--- config.mk ---
export PLATFORM = sky130hd
export DESIGN_NAME = fetch_unit
export DESIGN_NICKNAME = d
export VERILOG_FILES = /design/src/rtl/rv_fetch_pkg.sv /design/src/rtl/fetch_skid_buffer.sv /design/src/rtl/fetch_unit.sv
export SDC_FILE = /design/constraint.sdc
export NUM_CORES = 1
export LEC_CHECK = 0
export CORE_MARGIN = 2
export CORE_UTILIZATION = 51
export DETAILED_ROUTE_END_ITERATION = 16
export PLACE_DENSITY = 0.81
export SLEW_MARGIN = 20
export SYNTH_ARGS = -nofsm -noshare
export SYNTH_HDL_FRONTEND = slang
export SYNTH_SLANG_ARGS = --single-unit
--- constraint.sdc ---
create_clock -name clk -period 4.2 [get_ports clk]
set_clock_uncertainty 0.1 [all_clocks]
set_input_delay 1.26 -clock clk [delete_from_list [all_inputs] [get_ports clk]]
set_output_delay 1.26 -clock clk [all_outputs]
set_load 0.05 [all_outputs]
--- src/rtl/rv_fetch_pkg.sv ---
`default_nettype none
// ============================================================================
// Module   : rv_fetch_pkg
// Purpose  : Shared fetch constants and the fetch packet type used by decode.
// Revision : 1.0
// ============================================================================
package rv_fetch_pkg;

  localparam int unsigned XLEN        = 32;
  localparam logic [31:0] RESET_PC    = 32'h0000_0000;
  localparam logic [31:0] NOP_INSTR   = 32'h0000_0013;
  localparam int unsigned INSTR_BYTES = 4;

  typedef struct packed {
    logic [XLEN-1:0] instr;
    logic [XLEN-1:0] pc;
  } fetch_pkt_t;

  // Word-aligns a byte address; the low two bits of a target are not meaningful.
  function automatic logic [XLEN-1:0] align_word(input logic [XLEN-1:0] addr);
    return addr & ~XLEN'(INSTR_BYTES - 1);
  endfunction

endpackage : rv_fetch_pkg
`default_nettype wire

--- src/rtl/fetch_skid_buffer.sv ---
`default_nettype none
// ============================================================================
// Module   : fetch_skid_buffer
// Purpose  : One-entry holding register for a fetch response decode refused.
// Revision : 1.0
// ============================================================================
module fetch_skid_buffer
  import rv_fetch_pkg::*;
(
  input  logic       clk,
  input  logic       reset,
  input  logic       flush_i,
  input  logic       ready_i,
  input  logic       resp_valid_i,
  input  fetch_pkt_t resp_pkt_i,
  output logic       skid_valid_o,
  output logic       out_valid_o,
  output fetch_pkt_t out_pkt_o
);

  logic       skid_valid_q, skid_valid_d;
  fetch_pkt_t skid_pkt_q,   skid_pkt_d;

  always_comb begin
    skid_valid_d = skid_valid_q;
    skid_pkt_d   = skid_pkt_q;
    if (flush_i) begin
      skid_valid_d = 1'b0;
    end else if (skid_valid_q) begin
      if (ready_i) begin
        skid_valid_d = 1'b0;
      end
    end else if (resp_valid_i && !ready_i) begin
      // The memory word is only present for one cycle, so park it here.
      skid_valid_d = 1'b1;
      skid_pkt_d   = resp_pkt_i;
    end
  end

  always_ff @(posedge clk or negedge reset) begin
    if (!reset) begin
      skid_valid_q <= 1'b0;
      skid_pkt_q   <= '0;
    end else begin
      skid_valid_q <= skid_valid_d;
      skid_pkt_q   <= skid_pkt_d;
    end
  end

  assign skid_valid_o = skid_valid_q;
  assign out_valid_o  = !flush_i && (skid_valid_q || resp_valid_i);
  assign out_pkt_o    = skid_valid_q ? skid_pkt_q : resp_pkt_i;

endmodule : fetch_skid_buffer
`default_nettype wire

--- src/rtl/fetch_unit.sv ---
`default_nettype none
// ============================================================================
// Module   : fetch_unit
// Purpose  : PC owner and instruction-memory driver with valid/ready to decode.
// Revision : 1.0
// ============================================================================
module fetch_unit #(
  parameter int unsigned DWIDTH    = 32,
  parameter logic [31:0] RESET_PC  = rv_fetch_pkg::RESET_PC,
  parameter logic [31:0] NOP_INSTR = rv_fetch_pkg::NOP_INSTR
) (
  input  logic              clk,
  input  logic              reset,
  output logic [DWIDTH-1:0] imemAddress,
  output logic              imemEnable,
  input  logic [DWIDTH-1:0] imemInstruction,
  input  logic              redirectIn,
  input  logic [DWIDTH-1:0] redirectPc,
  output logic [DWIDTH-1:0] instructionOut,
  output logic [DWIDTH-1:0] pcOut,
  output logic              validOut,
  input  logic              readyIn
);

  import rv_fetch_pkg::*;

  logic [DWIDTH-1:0] pc_q,     pc_d;
  logic              req_q,    req_d;
  logic [DWIDTH-1:0] reqPc_q,  reqPc_d;

  logic              respValid;
  logic              skidValid;
  logic              bufValid;
  fetch_pkt_t        respPkt;
  fetch_pkt_t        bufPkt;

  assign respValid = req_q;
  assign respPkt   = '{instr: imemInstruction, pc: reqPc_q};

  always_comb begin
    imemEnable  = 1'b0;
    imemAddress = pc_q;
    pc_d        = pc_q;
    req_d       = 1'b0;
    reqPc_d     = reqPc_q;
    if (reset) begin
      if (redirectIn) begin
        imemEnable  = 1'b1;
        imemAddress = align_word(redirectPc);
      end else begin
        // Only fetch when there is somewhere to put the returning word.
        imemEnable  = readyIn || (!skidValid && !respValid);
      end
    end
    if (imemEnable) begin
      req_d   = 1'b1;
      reqPc_d = imemAddress;
      pc_d    = imemAddress + DWIDTH'(INSTR_BYTES);
    end
  end

  always_ff @(posedge clk or negedge reset) begin
    if (!reset) begin
      pc_q    <= RESET_PC;
      req_q   <= 1'b0;
      reqPc_q <= '0;
    end else begin
      pc_q    <= pc_d;
      req_q   <= req_d;
      reqPc_q <= reqPc_d;
    end
  end

  fetch_skid_buffer u_skid (
    .clk          (clk),
    .reset        (reset),
    .flush_i      (redirectIn),
    .ready_i      (readyIn),
    .resp_valid_i (respValid),
    .resp_pkt_i   (respPkt),
    .skid_valid_o (skidValid),
    .out_valid_o  (bufValid),
    .out_pkt_o    (bufPkt)
  );

  assign validOut       = bufValid;
  assign instructionOut = bufValid ? bufPkt.instr : NOP_INSTR;
  assign pcOut          = bufValid ? bufPkt.pc    : '0;

endmodule : fetch_unit
`default_nettype wire
==> results summary <==
The run finished with clean final reports. The count of flip-flops with a built-in enable after synthesis is 0. The critical path ends at imemAddress[6].

The maximum level of the CTS H-tree came out at 4. The I/O pin count is 166. The length of the first detailed-routing pass in iterations came out at 5.

Walking the worst path, the cells encountered are dlygate4sd2_1, and2_4, buf_4, mux2i_1, inv_1, buf_12. The initial core utilization is 52.8%. Sorting the synthesized cells by how often they occur yields dfrtp_1, nand2_1, mux2i_1.

The worst setup path is launched from an input pin. The area share of the leading cell type in the synthesized netlist came out at 45.4%. The net total in the final layout is 983. The area of the mapped netlist came out at around 7000 um2. Dividing the final minimum period by the clock period gives 96.5%. The count of input and output buffers is 163. The sequential-to-total area share from yosys stat is 45.4%. The startpoint identified for the worst register-to-register timing path is u_skid.skid_valid_o. The async set-reset flop share out of synthesis came out at 100%. The number of global-route vias before repair is 6508.

The tightest min-delay check is of the flip-flop to flip-flop type. The estimated wirelength of the detail-placed design came out at 13900 um. TritonCTS built the clock tree.

The vertical extent of the die is 122 um. In this run the critical register-to-register path is captured at pc_q[15]. The number of clock buffers inserted by TritonCTS is 17. The detail route stage leaves a number of antenna-violating nets equal to 0. The DRC marker count from the first detailed-route iteration is 481. The die span in x is between 100 and 150 um. Across the run, the number of max-cap violations was 0. The clock-pin slew on the worst setup and hold paths is 50 ps. The standard-cell row count came out at 42. Among all cell types in the netlist, the one instantiated most often is dfrtp_1. The first global-routing pass estimated 33400 um of wire. Together, buffers and inverters on the worst path number 4.

The total global-route track usage came out at between 20 and 30%. The routed length per instance came out at ~19 um. The count of final setup violators came out at 0. The worst hold margin came out at 402 ps. The utilization after layout is 80.6%. Summed over all cells, the static leakage comes to 4.66 nW. The depth of the critical timing path with buffers and inverters included came out at 6. The average footprint of a synthesized cell is 9.96 um2. The synthesis warning total came out at 0. In this run the worst path has a maximum fanout of 9. The max-slew violation count is 0. The most used flip-flop cell after synthesis is dfrtp_1. The post-route netlist has a little under a third of its cells at a drive strength greater than 1.

The time the final worst path needs with I/O delays and setup is 4050 ps. In this design, the stage delay of the slowest critical-path cell is 390 ps. The root buffer cell chosen for the clock tree is clkbuf_16. The routability congestion estimate came out at 0.907. The register-to-register setup slack came out at 1420 ps. After global routing the overflow that remains totals 0.

The number of clock sinks came out at 128. The library cell contributing the largest single delay on the critical path is dlygate4sd2_1. The maximum number of pins on one net before global-route repair is between 100 and 150. The final worst slack is approximately 150 ps. The initial antenna violation count came to 0. The via count normalized by instance count came out at 5.71. Setup repair after global routing left no endpoint under its margin. The final-layout setup total negative slack came out at 0 ps.

The distinct cell type count of the synthesized netlist came out at between 40 and 50. The floorplan step defined a die boundary enclosing 14800 um2. The maximum count of clock buffers along a single path is 2.

The hold violation total from the final report is 0. In this run the worst setup path begins at redirectIn. At the pin with the least slew margin, the transition time is 895 ps.

For this block, the routed nets add up to 21000 um of wire. Synthesis produced a netlist with a net count of approximately 780. Counting flops and latches in the post-synthesis netlist gives 128. The critical path start-end classification is input pin to output port. Yosys attributes the largest share of cell area to dfrtp_1, mux2i_1, mux2_2. In the routed design, unresolved DRC markers number 0. Headroom to the max-slew limit came out at 40.3%. The layout overhead on the synthesized area is 52.6%.

0 antenna diodes ended up in the layout. dfrtp_1 takes more of the synthesized area than any other cell. The worst-case setup slack after placement came out at -79.2 ps. The worst-skew pair later-pin latency is 420 ps.

The critical path capture point type is an output port. The total power consumption of the routed design came out at between 4 and 5 mW. The highest ir drop seen on vdd came out at 0.000325 V. The cell family with the largest share of critical-path delay is buffers and inverters. In this run the power density over the cells is 454 nW/um2. Data arrives at the worst endpoint at 2690 ps. Synthesis produced between 700 and 800 cells.

Counting cells, the worst reg-to-reg path comes to 6. STA puts the critical path data required time at about 2800 ps. The region available for standard cell placement spans around 13000 um2. The maximum clock frequency is between 0.2 and 0.25 GHz.

Across all layers, the routed design uses 6294 vias.
## through the flow
step	area [um2]	std cells
6_report	10800	1102
5_1_grt	10800	1102
4_1_cts	10800	1102
3_5_place_dp	10100	1064
3_3_place_gp	10100	1064
2_1_floorplan	7050	708
## worst register-to-register path, cell delays in order (launching register included)
cell and delay [ps]:
dfrtp_4 930, o21bai_4 230, o21ai_4 180, buf_4 730, nor2_1 270, nand3_1 160, nand3_1 80
## timing repair
item	4_1_cts	5_1_grt
pin swaps	1	0
resized for setup	4	1
gates cloned	2	0
buffers inserted	5	0
hold buffers	0	0
setup endpoints to repair	37	1
## cells in the final DEF (no fill, tap or decap), types with 22 or more instances in the layout
master | Yosys | layout
nor2_1 | 78 | 78
mux2_2 | 65 | 65
xnor2_1 | 23 | 23
buf_4 | 0 | 68
nand2_1 | 126 | 126
clkdlybuf4s50_1 | 0 | 63
dfrtp_1 | 128 | 127
nand4_1 | 22 | 22
o21ai_0 | 34 | 34
buf_12 | 1 | 96
mux2i_1 | 81 | 81
## power breakdown
part | internal [mW] | switching, mW | total (mW) | leakage (nW)
clock | 0.895 | 0.520 | 1.41 | 0.278
combinational | 0.818 | 0.905 | 1.72 | 2.79
sequential | 1.52 | 0.219 | 1.74 | 1.60
## registers in the layout, summed over array words and instances (netlist names)
register / cells
u_skid.skid_pkt_q: 64
pc_q: 32
reqPc_q: 30
req_q: 1
u_skid.skid_valid_o: 1
## cell families (layout without fill, tap and decap cells)
group	Yosys count	count (layout)	share of synthesized area, %
AND/OR/NAND/NOR	269	270	18.1
multiplexers	147	147	22.1
flip-flops	128	128	45.4
AO/OA/AOI/OAI	72	72	6.83
buffers and inverters	67	284	4.42
XOR/XNOR	24	24	2.98
adder cells (fa/ha/maj)	1	1	0.177
## area by class of cell
class	count	area [um2]
multi-input cells	514	3570
flip-flops and latches	128	3210
repair buffers	230	3120
fillers	758	2590
clock buffers	24	472
well taps	176	220
inverters	23	86.3
clock inverters	7	85.1
## worst min path at each step
stage	start	endpoint	slack [ps]	depth (start not counted)
5_1_grt	u_skid.skid_pkt_q[29]	u_skid.skid_pkt_q[29]	420	1
3_3_place_gp	pc_q[31]	pc_q[31]	370	2
2_1_floorplan	pc_q[31]	pc_q[31]	360	2
4_1_cts	reqPc_q[29]	reqPc_q[29]	400	2
6_report	reqPc_q[8]	reqPc_q[8]	400	2
3_5_place_dp	pc_q[31]	pc_q[31]	380	2
## metal layers
metal / vias up / GRT usage, % / part of all wire [%]
met3: 67 / 8.52 / 8.2
met1: 3055 / 35.5 / 38
met5: - / 0 / 0
li1: 2843 / - / -
met2: 329 / 50.0 / 51
met4: 0 / 11.7 / 2.9
Power figures use the tool's default switching activity.
